`src/rtl/alu_pkg.sv`:
```
// Shared definitions for the ALU request scheduler: opcode values, FSM
// state encoding and the opcode legality check.
package alu_pkg;

    localparam logic [3:0] OP_MOV  = 4'd2;
    localparam logic [3:0] OP_INC  = 4'd3;
    localparam logic [3:0] OP_DEC  = 4'd4;
    localparam logic [3:0] OP_ONES = 4'd5;
    localparam logic [3:0] OP_NOR  = 4'd6;
    localparam logic [3:0] OP_XOR  = 4'd7;
    localparam logic [3:0] OP_XNOR = 4'd8;
    localparam logic [3:0] OP_GT   = 4'd9;
    localparam logic [3:0] OP_LT   = 4'd10;
    localparam logic [3:0] OP_EQ   = 4'd11;

    typedef enum logic [1:0] {
        IDLE  = 2'd0,
        ISSUE = 2'd1,
        RESP  = 2'd2
    } state_e;

    // Legal opcodes form one contiguous range, MOV through EQ.
    function automatic logic is_legal_op(input logic [3:0] op);
        return (op >= OP_MOV) && (op <= OP_EQ);
    endfunction

endpackage

```
`src/rtl/rr_arb2.sv`:
```
// Two-way round-robin arbiter: combinational grant, registered preference
// pointer that flips to the other port after every grant.
module rr_arb2 (
    input  logic       clk,
    input  logic       rst_n,
    input  logic       en,
    input  logic [1:0] req,
    output logic [1:0] gnt,
    output logic       gnt_id
);

    logic ptr_q, ptr_d;

    // NOTE: every output of a combinational block gets a default first, so no
    // path through the block can leave a value unassigned and infer a latch.
    always_comb begin
        gnt    = 2'b00;
        gnt_id = ptr_q;
        ptr_d  = ptr_q;
        if (en) begin
            case (req)
                2'b01:   gnt_id = 1'b0;
                2'b10:   gnt_id = 1'b1;
                default: gnt_id = ptr_q;
            endcase
            if (|req) begin
                gnt   = gnt_id ? 2'b10 : 2'b01;
                ptr_d = ~gnt_id;
            end
        end
    end

    // NOTE: state registers use non-blocking assignment so every flop samples
    // the pre-edge values; reset here is synchronous, checked inside the edge.
    always_ff @(posedge clk) begin
        if (!rst_n) begin
            ptr_q <= 1'b0;
        end else begin
            ptr_q <= ptr_d;
        end
    end

endmodule

```
`src/rtl/alu_req_sched.sv`:
```
// Round-robin scheduler feeding the shared 8-bit ALU from two requesters.
// Optional build macro ALU_OP_TRAP_EN: illegal opcodes bypass the ALU and flag rsp_err.
module alu_req_sched
    import alu_pkg::*;
#(
    parameter int DW  = 8,
    parameter int OPW = 4
) (
    input  logic              clk,
    input  logic              rst_n,
    input  logic [1:0]        req_valid,
    output logic [1:0]        req_ready,
    input  logic [2*DW-1:0]   req_a,
    input  logic [2*DW-1:0]   req_b,
    input  logic [2*OPW-1:0]  req_op,
    output logic [DW-1:0]     alu_a,
    output logic [DW-1:0]     alu_b,
    output logic [OPW-1:0]    alu_ctrl,
    input  logic [DW-1:0]     alu_s,
    output logic              rsp_valid,
    input  logic              rsp_ready,
    output logic [DW-1:0]     rsp_data,
    output logic              rsp_id,
    output logic              rsp_err
);

    state_e          state_q, state_d;
    logic            id_q, id_d;
    logic [DW-1:0]   alu_a_q, alu_a_d;
    logic [DW-1:0]   alu_b_q, alu_b_d;
    logic [OPW-1:0]  alu_ctrl_q, alu_ctrl_d;
    logic [DW-1:0]   rsp_data_q, rsp_data_d;
    logic            rsp_id_q, rsp_id_d;
`ifdef ALU_OP_TRAP_EN
    logic            rsp_err_q, rsp_err_d;
`endif

    logic [1:0]      gnt;
    logic            gnt_id;
    logic            arb_en;
    logic [DW-1:0]   sel_a, sel_b;
    logic [OPW-1:0]  sel_op;

    // Holding rst_n low also blocks the handshake so nothing is accepted and lost.
    assign arb_en = (state_q == IDLE) && rst_n;

    rr_arb2 u_arb (
        .clk    (clk),
        .rst_n  (rst_n),
        .en     (arb_en),
        .req    (req_valid),
        .gnt    (gnt),
        .gnt_id (gnt_id)
    );

    assign sel_a  = gnt_id ? req_a[2*DW-1:DW]    : req_a[DW-1:0];
    assign sel_b  = gnt_id ? req_b[2*DW-1:DW]    : req_b[DW-1:0];
    assign sel_op = gnt_id ? req_op[2*OPW-1:OPW] : req_op[OPW-1:0];

    always_comb begin
        state_d    = state_q;
        id_d       = id_q;
        alu_a_d    = alu_a_q;
        alu_b_d    = alu_b_q;
        alu_ctrl_d = alu_ctrl_q;
        rsp_data_d = rsp_data_q;
        rsp_id_d   = rsp_id_q;
`ifdef ALU_OP_TRAP_EN
        rsp_err_d  = rsp_err_q;
`endif
        case (state_q)
            IDLE: begin
                if (|gnt) begin
                    id_d = gnt_id;
`ifdef ALU_OP_TRAP_EN
                    if (!is_legal_op(sel_op)) begin
                        rsp_data_d = '0;
                        rsp_id_d   = gnt_id;
                        rsp_err_d  = 1'b1;
                        state_d    = RESP;
                    end else begin
                        alu_a_d    = sel_a;
                        alu_b_d    = sel_b;
                        alu_ctrl_d = sel_op;
                        state_d    = ISSUE;
                    end
`else
                    alu_a_d    = sel_a;
                    alu_b_d    = sel_b;
                    alu_ctrl_d = sel_op;
                    state_d    = ISSUE;
`endif
                end
            end
            ISSUE: begin
                rsp_data_d = alu_s;
                rsp_id_d   = id_q;
`ifdef ALU_OP_TRAP_EN
                rsp_err_d  = 1'b0;
`endif
                state_d    = RESP;
            end
            RESP: begin
                if (rsp_ready) begin
                    state_d = IDLE;
                end
            end
            default: state_d = IDLE;
        endcase
    end

    always_ff @(posedge clk) begin
        if (!rst_n) begin
            state_q    <= IDLE;
            id_q       <= 1'b0;
            alu_a_q    <= '0;
            alu_b_q    <= '0;
            alu_ctrl_q <= '0;
            rsp_data_q <= '0;
            rsp_id_q   <= 1'b0;
`ifdef ALU_OP_TRAP_EN
            rsp_err_q  <= 1'b0;
`endif
        end else begin
            state_q    <= state_d;
            id_q       <= id_d;
            alu_a_q    <= alu_a_d;
            alu_b_q    <= alu_b_d;
            alu_ctrl_q <= alu_ctrl_d;
            rsp_data_q <= rsp_data_d;
            rsp_id_q   <= rsp_id_d;
`ifdef ALU_OP_TRAP_EN
            rsp_err_q  <= rsp_err_d;
`endif
        end
    end

    assign req_ready = gnt;
    assign alu_a     = alu_a_q;
    assign alu_b     = alu_b_q;
    assign alu_ctrl  = alu_ctrl_q;
    assign rsp_valid = (state_q == RESP);
    assign rsp_data  = rsp_data_q;
    assign rsp_id    = rsp_id_q;
`ifdef ALU_OP_TRAP_EN
    assign rsp_err   = rsp_err_q;
`else
    assign rsp_err   = 1'b0;
`endif

endmodule

```
`config.mk`:
```
export PLATFORM = sky130hd
export DESIGN_NAME = alu_req_sched
export DESIGN_NICKNAME = d
export VERILOG_FILES = /design/src/rtl/alu_pkg.sv /design/src/rtl/rr_arb2.sv /design/src/rtl/alu_req_sched.sv
export SDC_FILE = /design/constraint.sdc
export NUM_CORES = 1
export LEC_CHECK = 0
export BUFFER_PORTS_ARGS = -buffer_cell sky130_fd_sc_hd__buf_4
export CAP_MARGIN = 5
export CELL_PAD_IN_SITES_DETAIL_PLACEMENT = 0
export CELL_PAD_IN_SITES_GLOBAL_PLACEMENT = 2
export CORE_MARGIN = 5
export CORE_UTILIZATION = 22
export CTS_CLUSTER_DIAMETER = 40
export DETAILED_ROUTE_END_ITERATION = 8
export HOLD_SLACK_MARGIN = 0.06
export PLACE_DENSITY = 0.81
export SETUP_SLACK_MARGIN = 0.3
export SLEW_MARGIN = 15
export SYNTH_ARGS = -nofsm -noshare
export SYNTH_HDL_FRONTEND = slang
export SYNTH_SLANG_ARGS = --single-unit
```
`constraint.sdc`:
```
create_clock -name clk -period 1.7 [get_ports clk]
set_input_delay 0.17 -clock clk [delete_from_list [all_inputs] [get_ports clk]]
set_output_delay 0.17 -clock clk [all_outputs]
set_load 0.01 [all_outputs]
```
==> results of run 1 <==
## flip-flops by register name, indices dropped and copies added, names as in the netlist
name / cells
rsp_data: 8
rsp_id: 1
id_q: 1
alu_b: 8
alu_a: 8
state_q: 2
u_arb.ptr_q: 1
alu_ctrl: 4
## worst reg2reg max path: stages (launching register included)
cell and delay [ns]:
dfxtp_2 0.35, and4bb_4 0.37, mux2i_4 0.35, buf_6 0.19, nand2_1 0.05, a31oi_1 0.15
## synth_stat cells
cell type and number:
nor4b_4 1, mux2_4 1, inv_1 3, nand2_1 58, buf_2 2, and2_1 1, a21boi_0 9, nor2_1 1
mux2i_1 1, dfxtp_1 33, a22oi_1 1, mux2i_2 1, buf_4 3, a31oi_1 20, and2b_1 1, buf_6 2
o21a_1 1, a21oi_1 1, clkbuf_1 7, nor2b_1 4, and4bb_4 1, or2b_1 1, o21ai_0 14, o21ai_1 8
conb_1 1, ha_1 2
## cells by family after synthesis
group	count (synthesis)	synth area share, %
compound gates	54	22.2
fa+ha+maj	2	1.72
buf+inv	17	6.38
flops	33	45.5
mux	3	2.67
other cells	1	0.258
simple gates	68	21.2
## power by group through the flow
stage | clock network (mW) | logic, mW | registers (mW)
floorplan | 0 | 0.230 | 0.925
global placement | 0 | 0.504 | 0.901
detailed placement | 0 | 0.505 | 0.902
CTS | 0.684 | 0.558 | 0.886
global route | 0.725 | 0.613 | 0.895
finish | 0.656 | 0.550 | 0.885
## worst max-delay path by stage
stage / end / slack (ns)
after CTS: req_ready[0] / 0.10
after detailed placement: alu_b[1]$_SDFFE_PN0P_ / 0.09
after floorplan: alu_a[0]$_SDFFE_PN0P_ / 0.30
after global routing: alu_b[2]$_SDFFE_PN0P_ / 0.03
final: req_ready[0] / 0.12
after global placement: alu_a[2]$_SDFFE_PN0P_ / 0.10
## placed cells by master, fill, tap and decap left out, types with 4 or more instances in the layout
cell	synthesis	routed
o21ai_1	8	8
buf_6	2	4
nand2_2	0	14
buf_4	3	88
dfxtp_1	33	31
o21ai_0	14	14
clkbuf_8	0	7
nand2_1	58	44
a21boi_0	9	9
nor2b_1	4	4
a31oi_1	20	20
## per-layer routing
layer / up-vias / global-route usage, % / wire length (um)
met5: - / 0 / 0
met4: 0 / 4.03 / 90
met3: 9 / 4.21 / 361
met2: 61 / 16.9 / 2040
met1: 657 / 14.7 / 2120
li1: 776 / - / -
## final cells by class
type	instances	area [um2]	share of cell area (%)
clock buffers	7	96.3	4.04
repair buffers	94	746	31.3
clock inverters	1	5.00	0.210
flip-flops and latches	33	666	27.9
multi-input cells	128	754	31.7
inverters	3	18.8	0.788
well taps	77	96.3	4.04
## repair_timing
action / 4_1_cts / 5_1_grt
endpoints found under the setup margin: 23 / 23
resized for setup: 26 / 1
pin swaps: 32 / 3
cloned: 2 / 0
setup buffers: 2 / 0
## stage by stage
stage / cells / power [mW] / setup slack, ns
CTS: 343 / 2.13 / 0.105
global placement: 331 / 1.40 / 0.104
finish: 343 / 2.09 / 0.122
floorplan: 178 / 1.16 / 0.300
detailed placement: 331 / 1.41 / 0.0856
global route: 343 / 2.23 / 0.0322
==> flow_summary.yaml, run 1 <==
run_status:
  status: "complete, no violations"
critical_path:
  path_delay_family: "simple AND/OR/NAND/NOR gates"
  worstPathMaxFanout: 5
  crit_chain: "nor4b_4 > buf_12 > and2_1 > buf_4"
  cp.depth: 4
  critPathCaptureType: "primary output"
  rr_worst_depth: 5
  crit_path_start: "state_q[0]$_SDFFE_PN0P_"
  slowest_delay_ns: 0.36
  critPathLaunchType: "flop"
  crit_arrival_ns: 1.41
  crit_path_top_delay_cell: "nor4b_4"
  r2r_setup_slack_ns: 0.16
  rr_endpoint: "alu_a[0]$_SDFFE_PN0P_"
  timing.rr.start: "state_q[0]$_SDFFE_PN0P_"
  cp_num_buf_inv: 2
  crit_required_ns: 1.53
  critPathKind: "reg2out"
power:
  p_sw_mw: 0.586
  p_per_area_nw_per_um2: 878
  switching_share_pct: 28.0
  pwr-share-clk_pct: 31.4
  internal_power_mw: 1.51
  vdd_drop_max_mv: 0.412
  seq_power_share_pct: 42.3
  combPwrFrac_pct: 26.3
  total_leakage_power_nw: 1.07
cts:
  cts.sinks: 33
  clock-root-buffer: "clkbuf_8"
  cts_hold_buf: 0
  numCtsBuffers: 5
  htree_levels: 2
  path_clk_slew_ns: 0.07
  cts_max_path_buffers: 2
  clock_latency_ns: 0.28
  cts_tree: "yes"
floorplan:
  io_pins: 86
  dieWidth_um: 91.2
  initial_core_util_pct: 22.7
  die_h_um: 91.2
  rows: 29
  core_um2: 6390
  floorplan.die_area_um2: 8320
timing:
  fin_hold_ws_ns: 0.142
  rsz0062_at_grt: "true"
  fmaxAchievable_mhz: 634
  period_minus_slack_ns: 1.58
  setup_viol: 0
  slew_viol_final: 0
  hold_violations: 0
  finClkSkew_ns: 0.00304
  period_share_pct: 92.8
  tns_ns: 0
layout:
  fin_util_pct: 37.3
  layout-drive-gt1-share_pct: 47.0
  final_net_count: 320
  fin_area_um2: 2380
  antenna-diode-count: 0
  syn2layout_area_growth_pct: 64.1
  fill_cells: 686
routing:
  viasPerCell: 4.38
  routed-via-count: 1503
  drt_iter0_markers: 48
  route.detailed.drc: 0
  drtPass1Iterations: 4
  drtAntennaViolNets: 0
  drt-total-wl_um: 4610
  post_drt_wl_per_cell_um: 13.4
global_routing:
  grt_overflow: 0
  gr-usage-all-layers_pct: 11.3
  antenna_found_initial: 0
  grt_max_degree: 29
  grt_pass1_vias: 1571
  grt_pass1_wl_um: 7600
placement:
  hpwl_um: 3270
  portBuffers: 84
  gp_congestion: 0.705
  placed_area_um2: 2170
logic_synthesis:
  syn-instance-count: 178
  ys_warn_count: 0
  synthTopCellsByArea: "dfxtp_1, nand2_1, a31oi_1"
  mappedNetlistNets: 233
  synth_top_area_share_pct: 45.5
  synth.ff_latch_count: 33
  yosysUniqueCellTypes: 26
  yosysTopAreaCell: "dfxtp_1"
  yosysSeqAreaShare_pct: 45.5
  synthesis.area_um2: 1450
  avgSynthCellArea_um2: 8.15
min_path:
  hold_class: "in2reg"
  hp-start: "alu_s[2]"
  worstHoldPathCells: 3
  worstHoldEndpoint: "rsp_data[2]$_SDFFE_PN0N_"
flow_run:
  drv_cap: 0
Power figures use the tool's default switching activity.
==> run 2, diff against run 1 <==
CORE_UTILIZATION = 26   (was 22)
PLACE_DENSITY = 0.82   (was 0.81)
SYNTH_HIERARCHICAL = 1   (was not set)
==> flow_summary.yaml, run 2 <==
power:
  vdd_drop_max_mv: 0.357
  total_leakage_power_nw: 1.11
  p_per_area_nw_per_um2: 926
  combPwrFrac_pct: 39.0
  internal_power_mw: 1.67
  totalPowerFinal_mw: 2.50
  switching_share_pct: 33.2
  pwr-share-clk_pct: 23.7
  p_sw_mw: 0.831
  seq_power_share_pct: 37.3
logic_synthesis:
  yosys.area_share.adder_pct: 2.18
  synthTopCellsByArea: "dfxtp_1, a211oi_2, mux2i_1"
  synth.ff_latch_count: 33
  yosysMostFrequentCell: "dfxtp_1"
  synth_xor_area_share_pct: 0
  yosysTopAreaCell: "dfxtp_1"
  synth_top_family_by_area: "compound AO/OA/AOI/OAI gates"
  synth_top_area_share_pct: 38.4
  synth-edff-count: 0
  yosysUniqueCellTypes: 28
  synth_compound_area_share_pct: 29.9
  synthTopCellsByCount: "dfxtp_1, a211oi_2, mux2i_1, nand2_1, a21oi_2"
  synth-simple-area-share_pct: 9.83
  mappedNetlistNets: 223
  synth_flop_cell: "dfxtp_1"
  synthArstFlopShare_pct: 0
  synthMuxAreaShare_pct: 12.3
  synthesis.area_um2: 1720
  avgSynthCellArea_um2: 10.3
  syn-instance-count: 167
  yosysSeqAreaShare_pct: 38.4
  ys_warn_count: 6
timing:
  setup_viol: 0
  period_share_pct: 95.4
  fin_hold_ws_ns: 0.129
  rsz0062_at_grt: "true"
  tns_ns: 0
  hold_violations: 0
  fin_ws_ns: 0.0778
  slew_viol_final: 0
  finClkSkew_ns: 0.00391
  fmaxAchievable_mhz: 616
  period_minus_slack_ns: 1.62
critical_path:
  crit_arrival_ns: 1.78
  worstPathMaxFanout: 5
  critPathKind: "reg2reg"
  crit_required_ns: 1.86
  critPathCaptureType: "flop"
  critPathLaunchType: "flop"
  r2r_setup_slack_ns: 0.08
flow_run:
  drv_cap: 0
layout:
  final_net_count: 315
  antenna-diode-count: 0
  fin_cells: 337
  layout-drive-gt1-share_pct: 60.8
  layout_commonest_cell: "buf_4"
  fin_util_pct: 42.3
  fin_area_um2: 2700
  syn2layout_area_growth_pct: 57.2
  final_cell_mix: "buf_4, dfxtp_1, mux2i_1, a211oi_2, nand2_1"
global_routing:
  grt_overflow: 0
  gr-usage-all-layers_pct: 11.2
  antenna_found_initial: 0
  grt_pass1_vias: 1505
  grt_pass1_wl_um: 7560
  grt_max_degree: 32
min_path:
  hold_class: "in2reg"
cts:
  htree_levels: 2
  clock-root-buffer: "clkbuf_8"
  numCtsBuffers: 5
  cts_max_path_buffers: 2
  cts_hold_buf: 0
  clock_latency_ns: 0.29
  path_clk_slew_ns: 0.07
  cts_tree: "yes"
  cts.sinks: 33
placement:
  portBuffers: 84
  placed_area_um2: 2510
  gp_congestion: 0.696
  preCtsSetupSlack_ns: -0.0880
  hpwl_um: 3370
  dpl.cell_count: 324
routing:
  routed-via-count: 1536
  post_drt_wl_per_cell_um: 14.5
  drtPass1Iterations: 3
  viasPerCell: 4.56
  drt_iter0_markers: 20
  drtAntennaViolNets: 0
  route.detailed.drc: 0
  drt-total-wl_um: 4870
run_status:
  status: "complete, no violations"
floorplan:
  dieWidth_um: 91.3
  core_um2: 6390
  io_pins: 86
  initial_core_util_pct: 26.9
  rows: 29
  floorplan.die_area_um2: 8340
  die_h_um: 91.3
[run 2: changes by cell type in the layout (fill, tap and decap cells not counted), sizes merged, moves of 3 or more]
cell    before  now
nand2       58   19
buf         94  100
a31oi       20    0
nand2b       0    3
a211oi       0   21
o21ai       22    1
a21boi       9    1
mux2i        2   20
a21oi        1   32
[run 2: cell families after synthesis]
group	count (synthesis)
AO/OA/AOI/OAI	57
AND/OR/NAND/NOR	34
flip-flops	33
multiplexers	21
buffers and inverters	18
adder cells (fa/ha/maj)	3
other	1
[run 2: timing repair]
| action | in CTS | in global routing |
|---|---|---|
| endpoints found under the setup margin | 24 | 25 |
| pin swaps | 1 | 2 |
| buffers inserted | 2 | 1 |
| cloned | 2 | 0 |
| hold endpoints to repair | 0 | 0 |
| gates resized for setup | 5 | 5 |
[run 2: worst paths after layout]
check                           startpoint  cells past startpoint                  endpoint
setup / recovery   state_q[0]$_SDFFE_PN0P_                      9     alu_b[6]$_SDFFE_PN0P_
hold / removal                    alu_s[5]                      3  rsp_data[5]$_SDFFE_PN0N_
setup reg to reg   state_q[0]$_SDFFE_PN0P_                      9     alu_b[6]$_SDFFE_PN0P_
hold reg to reg   rsp_data[7]$_SDFFE_PN0N_                      2  rsp_data[7]$_SDFFE_PN0N_
[run 2: power by group through the flow]
stage	registers (mW)	clock network, mW	logic [mW]
2_1_floorplan	0.989	0	0.528
3_3_place_gp	0.946	0	0.906
3_5_place_dp	0.949	0	0.913
4_1_cts	0.933	0.624	0.975
5_1_grt	0.944	0.658	1.06
6_report	0.934	0.593	0.975
[run 2: area by class of cell]
type	instances	area, um2
repair buffers	100	832
multi-input cells	116	1010
inverters	3	11.3
clock buffers	5	68.8
well taps	77	96.3
flip-flops and latches	33	662
clock inverters	3	17.5
fillers	672	3680
[run 2: per-layer routing]
layer	part of all wire, %	wire [um]	global-route usage [%]
met5	0	0	0
met4	1.0	51	3.30
met3	11	536	6.12
met2	46	2260	17.4
met1	41	2020	13.5
[run 2: critical path: stages (launching register included)]
cell	delay (ns)
dfxtp_2	0.34
nor3_4	0.21
nand2b_4	0.09
a211oi_4	0.19
buf_6	0.14
nor2_4	0.04
nor3_4	0.13
buf_4	0.17
buf_6	0.14
a211oi_2	0.06
==> run 3, diff against run 2 <==
REMOVE_ABC_BUFFERS = 1   (was not set)
==> flow_summary.yaml, run 3 (synthesis gave the netlist of run 2 again) <==
timing:
  hold_violations: 0
  period_share_pct: 99.0
  slew_viol_final: 0
  setup_viol: 0
  finClkSkew_ns: 0.00315
  rsz0062_at_grt: "true"
  period_minus_slack_ns: 1.68
  fmaxAchievable_mhz: 594
routing:
  routed-via-count: 1578
  drt-total-wl_um: 4910
  drtAntennaViolNets: 0
  drtPass1Iterations: 4
  route.detailed.drc: 0
  viasPerCell: 4.53
  post_drt_wl_per_cell_um: 14.1
  drt_iter0_markers: 24
cts:
  cts_max_path_buffers: 2
  cts_tree: "yes"
  numCtsBuffers: 5
  htree_levels: 2
  clock_latency_ns: 0.28
  clock-root-buffer: "clkbuf_8"
  path_clk_slew_ns: 0.07
  cts_hold_buf: 0
  cts.sinks: 33
critical_path:
  timing.rr.start: "state_q[0]$_SDFFE_PN0P_"
  critPathLaunchType: "flop"
  crit_path_start: "state_q[0]$_SDFFE_PN0P_"
  worstPathMaxFanout: 3
  crit_arrival_ns: 1.51
  crit_required_ns: 1.53
  critPathKind: "reg2out"
  r2r_setup_slack_ns: 0.03
  critPathCaptureType: "primary output"
placement:
  placed_area_um2: 2530
  gp_congestion: 0.754
  hpwl_um: 3500
  portBuffers: 84
  dpl.cell_count: 334
layout:
  fin_util_pct: 45.0
  layout-drive-gt1-share_pct: 66.1
  fin_cells: 348
  final_net_count: 326
  antenna-diode-count: 0
  final_cell_mix: "buf_4, dfxtp_1, a21oi_2"
  syn2layout_area_growth_pct: 67.1
  fin_area_um2: 2870
  layout_commonest_cell: "buf_4"
floorplan:
  rows: 29
  die_h_um: 91.3
  initial_core_util_pct: 26.9
  dieWidth_um: 91.3
  core_um2: 6390
  io_pins: 86
  floorplan.die_area_um2: 8340
run_status:
  status: "complete, no violations"
global_routing:
  gr-usage-all-layers_pct: 11.1
  antenna_found_initial: 0
  grt_pass1_vias: 1596
  grt_pass1_wl_um: 7700
  grt_overflow: 0
  grt_max_degree: 32
power:
  p_per_area_nw_per_um2: 955
  vdd_drop_max_mv: 0.351
  total_leakage_power_nw: 1.19
flow_run:
  drv_cap: 0
min_path:
  hold_class: "in2reg"
  hp-start: "alu_s[6]"
[run 3: changes by cell type in the layout (fill, tap and decap cells not counted), sizes merged]
| cell | delta |
|---|---|
| bufinv | +1 |
| clkinv | -2 |
| clkinvlp | -1 |
| buf | +10 |
| clkbuf | +3 |
[run 3: layer usage]
metal,global-route usage [%],vias up,wire (um)
met2,17.3,67,2260
met4,2.20,0,23
met5,0,-,0
met3,6.03,3,542
met1,13.7,712,2080
li1,-,796,-
[run 3: cell type report]
type,instances,area (um2)
Fill cell,623,3510
Multi-Input combinational cell,116,1040
Timing Repair Buffer,111,946
Sequential cell,33,662
Tap cell,77,96.3
Clock buffer,7,86.3
Clock inverter,1,30.0
Inverter,3,11.3
[run 3: path summary, 6_finish.rpt]
path | to | cells past startpoint
min | rsp_data[6]$_SDFFE_PN0N_ | 3
max | req_ready[0] | 6
min reg2reg | rsp_data[4]$_SDFFE_PN0N_ | 2
max reg2reg | state_q[0]$_SDFFE_PN0P_ | 8
[run 3: worst max-delay path, stage by stage (launching register included)]
cell      delay [ns]
dfxtp_2         0.33
nor3_2          0.14
buf_4           0.14
nand2b_4        0.07
a211oi_4        0.30
buf_4           0.17
buf_6           0.09
[run 3: repair_timing]
item / 4_1_cts / 5_1_grt
cloned: 1 / 1
buffers inserted: 3 / 1
pin swaps: 7 / 26
resized for setup: 22 / 13
endpoints found under the setup margin: 24 / 26
[run 3: where the power goes]
part / switching (mW) / leakage [nW] / internal [mW] / total [mW]
logic: 0.480 / 0.864 / 0.573 / 1.05
registers: 0.0652 / 0.271 / 0.869 / 0.934
clock network: 0.277 / 0.0585 / 0.478 / 0.755
[run 3: per-stage QoR]
step                      total power, mW  hold slack, ns  setup TNS, ns  setup slack, ns
after CTS                            2.73           0.119              0           0.0257
after floorplan                      1.42           0.306         -44.63            -2.14
after detailed placement             1.87           0.426          -2.53           -0.132
after global placement               1.86           0.417          -1.76          -0.0881
after global routing                 2.90           0.123         -0.929          -0.0584
final                                2.74           0.133              0           0.0162
